--- src/rtl/instr_encode.sv ---
// instr_encode: packs decoded LEGv8 fields (opcode, Rm, shamt, DT_address, Rn, Rd) into 32-bit
// instruction words and streams them with byte addresses through a 2-entry output buffer.
// The buffer holds a head entry (driven on out_*) and a tail entry (filled only when the head is
// stalled). Each accepted word advances a program address and an acceptance count. Once DEPTH
// words have been accepted, no further input is taken until restart or reset.
// Optional feature macro: OPCODE_CHECK_EN. When it is defined, opcodes outside the legal set
// complete the handshake but are dropped, and they set the sticky err flag.
module instr_encode #(
  parameter logic [31:0] BASE_ADDR = 32'h0000_0000,
  parameter int unsigned DEPTH     = 64,
  parameter int unsigned CNT_W     = 11
) (
  input  logic        clk,
  input  logic        reset_n,
  input  logic        restart,
  input  logic        in_valid,
  output logic        in_ready,
  input  logic [10:0] in_opcode,
  input  logic [4:0]  in_rm,
  input  logic [5:0]  in_shamt,
  input  logic [8:0]  in_address,
  input  logic [4:0]  in_rn,
  input  logic [4:0]  in_rd,
  output logic        out_valid,
  input  logic        out_ready,
  output logic [31:0] out_instr,
  output logic [31:0] out_addr,
  output logic        done,
  output logic        err
);

  localparam logic [10:0] OpStur = 11'h7C0;
  localparam logic [10:0] OpLdur = 11'h7C2;

  typedef enum logic [1:0] {StEmpty, StOne, StTwo} buf_state_e;

  buf_state_e        state_q;
  logic [31:0]       head_instr_q, head_addr_q;
  logic [31:0]       tail_instr_q, tail_addr_q;
  logic [31:0]       addr_q;
  logic [CNT_W-1:0]  cnt_q;

  logic [31:0] entry_d;
  logic        is_dfmt;
  logic        legal;
  logic        in_fire, out_fire, push;
  logic        cnt_full;

  // Pack the incoming field tuple; D-format ignores Rm and shamt.
  always_comb begin
    is_dfmt = (in_opcode == OpStur) || (in_opcode == OpLdur);
    if (is_dfmt) begin
      entry_d = {in_opcode, in_address, 2'b00, in_rn, in_rd};
    end else begin
      entry_d = {in_opcode, in_rm, in_shamt, in_rn, in_rd};
    end
  end

`ifdef OPCODE_CHECK_EN
  logic err_q;

  // Legal opcode set: ADD, SUB, AND, ORR, STUR, LDUR.
  always_comb begin
    unique case (in_opcode)
      11'h458, 11'h658, 11'h450, 11'h550, OpStur, OpLdur: legal = 1'b1;
      default:                                            legal = 1'b0;
    endcase
  end

  // Sticky illegal-opcode flag; only reset clears it, restart leaves it alone.
  always_ff @(posedge clk) begin
    if (!reset_n) begin
      err_q <= 1'b0;
    end else if (in_fire && !legal) begin
      err_q <= 1'b1;
    end
  end

  assign err = err_q;
`else
  assign legal = 1'b1;
  assign err   = 1'b0;
`endif

  // Handshake decode; in_ready depends only on state, count, restart and reset, never on
  // out_ready, so a full buffer refuses input even in a cycle where it is popped.
  always_comb begin
    cnt_full  = (cnt_q >= CNT_W'(DEPTH));
    in_ready  = reset_n && !restart && (state_q != StTwo) && !cnt_full;
    out_valid = (state_q != StEmpty);
    in_fire   = in_valid && in_ready;
    out_fire  = out_valid && out_ready;
    push      = in_fire && legal;
    done      = cnt_full && (state_q == StEmpty);
    out_instr = head_instr_q;
    out_addr  = head_addr_q;
  end

  // Buffer FSM plus program address / count; restart overrides every transfer.
  always_ff @(posedge clk) begin
    if (!reset_n) begin
      state_q      <= StEmpty;
      head_instr_q <= 32'h0;
      head_addr_q  <= 32'h0;
      tail_instr_q <= 32'h0;
      tail_addr_q  <= 32'h0;
      addr_q       <= BASE_ADDR;
      cnt_q        <= '0;
    end else if (restart) begin
      state_q <= StEmpty;
      addr_q  <= BASE_ADDR;
      cnt_q   <= '0;
    end else begin
      if (push) begin
        addr_q <= addr_q + 32'd4;
        cnt_q  <= cnt_q + 1'b1;
      end
      case (state_q)
        StEmpty: begin
          if (push) begin
            head_instr_q <= entry_d;
            head_addr_q  <= addr_q;
            state_q      <= StOne;
          end
        end
        StOne: begin
          if (push && out_fire) begin
            head_instr_q <= entry_d;
            head_addr_q  <= addr_q;
          end else if (push) begin
            tail_instr_q <= entry_d;
            tail_addr_q  <= addr_q;
            state_q      <= StTwo;
          end else if (out_fire) begin
            state_q <= StEmpty;
          end
        end
        StTwo: begin
          if (out_fire) begin
            head_instr_q <= tail_instr_q;
            head_addr_q  <= tail_addr_q;
            state_q      <= StOne;
          end
        end
        default: state_q <= StEmpty;
      endcase
    end
  end

endmodule

--- config.mk ---
export PLATFORM = sky130hd
export DESIGN_NAME = instr_encode
export DESIGN_NICKNAME = d
export VERILOG_FILES = /design/src/rtl/instr_encode.sv
export SDC_FILE = /design/constraint.sdc
export NUM_CORES = 1
export LEC_CHECK = 0
export CAP_MARGIN = 15
export CORE_MARGIN = 4
export CORE_UTILIZATION = 40
export CTS_BUF_LIST = sky130_fd_sc_hd__clkbuf_4
export CTS_CLUSTER_SIZE = 20
export DETAILED_ROUTE_END_ITERATION = 8
export PLACE_DENSITY = 0.74
export SYNTH_ARGS = -nofsm -noshare
export SYNTH_HDL_FRONTEND = slang
export SYNTH_SLANG_ARGS = --single-unit
--- constraint.sdc ---
create_clock -name clk -period 4.4 [get_ports clk]
set_clock_uncertainty 0.05 [all_clocks]
set_input_delay 0.88 -clock clk [delete_from_list [all_inputs] [get_ports clk]]
set_output_delay 0.88 -clock clk [all_outputs]
set_load 0.02 [all_outputs]
# After elaboration in Yosys (flattened, before gate mapping)
# Cells that the tools add are included.
# op_classes
n_addsub	2
order_cmp	1
reduce_logical	17
n_bitwise	3
muxes	15
n_eq_ne	10
# ops
operator	n
$mux W32	6
$pmux W32 S3	2
$add A32 B3 Y32 const B	1
$eq A11 B11 Y1 const B	2
$mux W21	1
$add A11 B1 Y11 const B	1
$ge A11 B7 Y1 const B	1
$mux W2	5
$ne A2 B2 Y1 const B	5
$reduce_and A4 Y1	2
$logic_and A1 B1 Y1	7
$pmux W2 S3	1
$reduce_and A5 Y1	1
$ne A3 B3 Y1 const B	1
$not A1 Y1	3
$reduce_bool A3 Y1	1
$eq A2 B1 Y1 const B	1
$eq A2 B2 Y1 const B	1
$logic_not A1 Y1	2
$logic_not A2 Y1	1
$reduce_bool A2 Y1	1
$reduce_or A2 Y1	1
$logic_or A1 B1 Y1	1
# word_totals
regBits	173
word_cells	55
out_inout_bits	68
inputBits	46

# Depth between registers and ports, before layout
# logic_depth
word_depth	8
mapped_depth	8

# Worst setup path after synthesis
# OpenSTA, ideal clock, no wires.
# synth_path
path_type	input -> output
startpoint	input reset_n
endpoint	output in_ready
arrival_ns	2.171
required_time_ns	3.470
n_path_buf	3
cell_stages	5
path_slack_ns	1.299
path_cell_list	buf_2 nand2b_1 clkbuf_1 buf_2 nor4_1
# synth_via
elab_chain_len	3
# synth_rtl
element	line	rtl
start, declared	14	input logic reset_n,
$logic_and A1 B1 Y1 (3 in series)	89	in_ready = reset_n && !restart && (state_q != StTwo) && !cnt_full;
end, declared	17	output logic in_ready,
# No other way between the ends.

# Final worst setup path
# layout_path
startpoint	input restart
endpoint	output in_ready
# layout_via
elab_chain_len	4
# layout_rtl
element	line	rtl
start, declared	15	input logic restart,
$logic_not A1 Y1	89	
$logic_and A1 B1 Y1 (3 in series)	89	
# No other way between the ends.

==> out/metrics.csv <==
metric,value,unit
status,finished clean,
post-synthesis sequential area ratio,46.6,%
worst slack at placement,0.780,ns
Worst-Skew Late Latency,0.55,ns
I/O Pins,114,
full die area,0.0202,mm2
antenna violations before repair,1,
Netlist cell types,45,
CP arrival,2.63,ns
Nets,977,
reg2reg end,out_addr[22],
Critical Path RT,3.47,ns
Critical Path Source,restart,
CTS Buffer Depth,2,
H-tree levels,4,
"Primary FF master, synth",dfxtp_1,
Logic pwr share,10.1,%
Setup crit end,in_ready,
CP dominant cell by count,clkdlybuf4s50_1,
I/O Buffers,110,
Max Fclk,281,MHz
Max stage delay on crit path,0.68,ns
cts repair resizes,0,
DRT Wirelength,17.3,mm
reg2reg start,state_q[1],
worst slew pin tran,0.848,ns
worst setup margin,0.835,ns
FF-to-FF setup slack,1.74,ns
Synth area leader,dfxtp_1,
Crit-path slowest cell,clkdlybuf4s50_1,
fin crit share,81.0,%
Total GRT Usage,17.1,%
Max Slew Vio Count,0,
Sink Count,167,
CTS clock-pin slew for the worst setup and hold paths,0.11,ns
most frequent cells in the layout,"nand2_1, dfxtp_1, clkdlybuf4s50_1",
Mapped Cells,854,
Leak,0.00360,uW
synth top area cells,"dfxtp_1, nand2_1, o211a_1, a21boi_0, nand3_1",
power share of the sequential group,57.2,%
setup TNS,0,ns
Sw Share,23.5,%
cts hold-fix bufs,0,
TritonRoute pass-1 iters,7,
Die W,142,um
largest net degree at the start of global routing,92,
Pint,2090,uW
Setup CP Type,in2out,
buffer type at the clock tree root,clkbuf_4,
P_sw,643,uW
hpwl dp,11.1,mm
Synthesis Warnings,0,
synthesized area per cell,8.41,um2
worst reg2reg path depth,7,
Max-cap violations,0,
CTS tree,yes,
vias per cell,5.23,
vias post-DR,6084,
Final Setup Violations,0,
critical path capture point type,primary output,
Area growth syn-to-layout,20.6,%
Post-route DRC,0,
Initial Util,41.2,%
RSZ-0062 raised after global routing,false,
Tmin final,3.56,ns
Mapped Area,0.00718,mm2
first-pass GRT wire length,28.2,mm
Post CTS Setup Buffer Count,0,
PD cells,315,mW/mm2
Critical Path Fanout Max,4,
Rows,48,
Overflow after GRT,0,
vias in the first global route,5620,
top cell type's share of synthesized area,46.6,%
"EDFF count, synth",0,
CP Launch Type,input port,
placeable core area,0.0174,mm2
CP Cell Sequence,clkdlybuf4s50_1 > nand2b_1 > nor4_1 > clkdlybuf4s50_1,
final hold violation count,0,
Starting DRT DRC Count,389,
#FFs+latches synth,167,
Clock Power Share,32.7,%
Post-synth ARST share,0,%
Worst slew margin,43.5,%
Post-DRT Antenna Nets,0,
Tightest Hold Check Type,reg2reg,
Die Y,142,um
gpl congestion,0.784,
wire per inst,14.9,um
Peak VDD IR,0.153,mV
CTS buffer count,17,
fraction of layout cells with a size suffix above 1,4.90,%
Tot Pwr,2730,uW
"most common cell after layout, fill and taps aside",nand2_1,
[flip-flops by register name (all words and copies together) (netlist names)]
name          flops
addr_q           30
state_q           2
out_addr         30
tail_instr_q     32
cnt_q            11
out_instr        32
tail_addr_q      30
[area by class of cell]
class                           count  area (um2)
Inverter                            8        30.0
Timing Repair Buffer              122        1200
Multi-Input combinational cell    612        3530
Clock buffer                       22         165
Clock inverter                      7         105
Fill cell                        1683        8760
Antenna cell                        1        2.50
Sequential cell                   167        3340
Tap cell                          225         282
[stage by stage]
step	hold WS [ns]	utilization [%]	cells	instance area (um2)
floorplan	0.394	-	856	7190
global placement	0.384	48.2	1134	8390
detailed placement	0.388	48.2	1134	8390
CTS	0.416	49.7	1163	8660
global route	0.437	49.7	1164	8660
finish	0.415	49.7	1164	8660
[cell usage after synthesis, drive strengths merged (3+ instances only)]
cell,n
nand2,231
dfxtp,167
nand3,60
a21boi,53
clkbuf,51
o211a,51
nor2,34
a21oi,26
buf,18
nand4,16
o21ai,16
mux2i,13
xor2,13
a211oi,10
a21o,9
inv,8
xnor2,8
o211ai,7
and2,6
and3,6
a31oi,5
nor3,5
nor4,5
or3,5
nand2b,4
nor2b,4
or4,4
a41o,3
and4,3
ha,3
[worst min path at each step]
| stage | start | to | slack [ns] | cells after the start |
|---|---|---|---|---|
| finish | out_instr[12] | out_instr[12] | 0.41 | 1 |
| global route | out_instr[12] | out_instr[12] | 0.44 | 1 |
| CTS | out_instr[12] | out_instr[12] | 0.42 | 1 |
| detailed placement | out_instr[12] | out_instr[12] | 0.39 | 1 |
| global placement | out_instr[12] | out_instr[12] | 0.38 | 1 |
| floorplan | tail_addr_q[10] | tail_addr_q[10] | 0.39 | 2 |
[cells by family (layout without fill, tap and decap cells)]
| logic type | after synthesis | after routing | synth area share, % |
|---|---|---|---|
| AOI/OAI and AO/OA | 184 | 184 | 19.7 |
| xor gates and xnor gates | 21 | 21 | 2.56 |
| adders and majority gates | 3 | 3 | 0.523 |
| buffers and inverters | 77 | 159 | 4.74 |
| DFF | 167 | 167 | 46.6 |
| muxes | 13 | 13 | 1.81 |
| other | 1 | 4 | 0.0522 |
| and+or+nand+nor | 388 | 388 | 24.0 |
[power by group through the flow]
stage,Clock (uW),Sequential [uW],Combinational [uW]
global placement,0,1600,275
CTS,927,1560,279
detailed placement,0,1600,278
finish,893,1560,275
floorplan,0,1630,109
global route,980,1570,296
[critical path, delay by kind of cell]
family                 cells  cell delay [ns]
buffers and inverters      2             1.19
AND/OR/NAND/NOR            2             0.56
[routing by layer]
metal | GRT usage [%] | vias to the layer above | wire, um
li1 | - | 3088 | -
met1 | 22.3 | 2880 | 8040
met2 | 27.9 | 96 | 8310
met3 | 3.80 | 20 | 667
met4 | 6.46 | 0 | 334
met5 | 0 | - | 0
No activity file was read; power rests on OpenSTA's default activity.
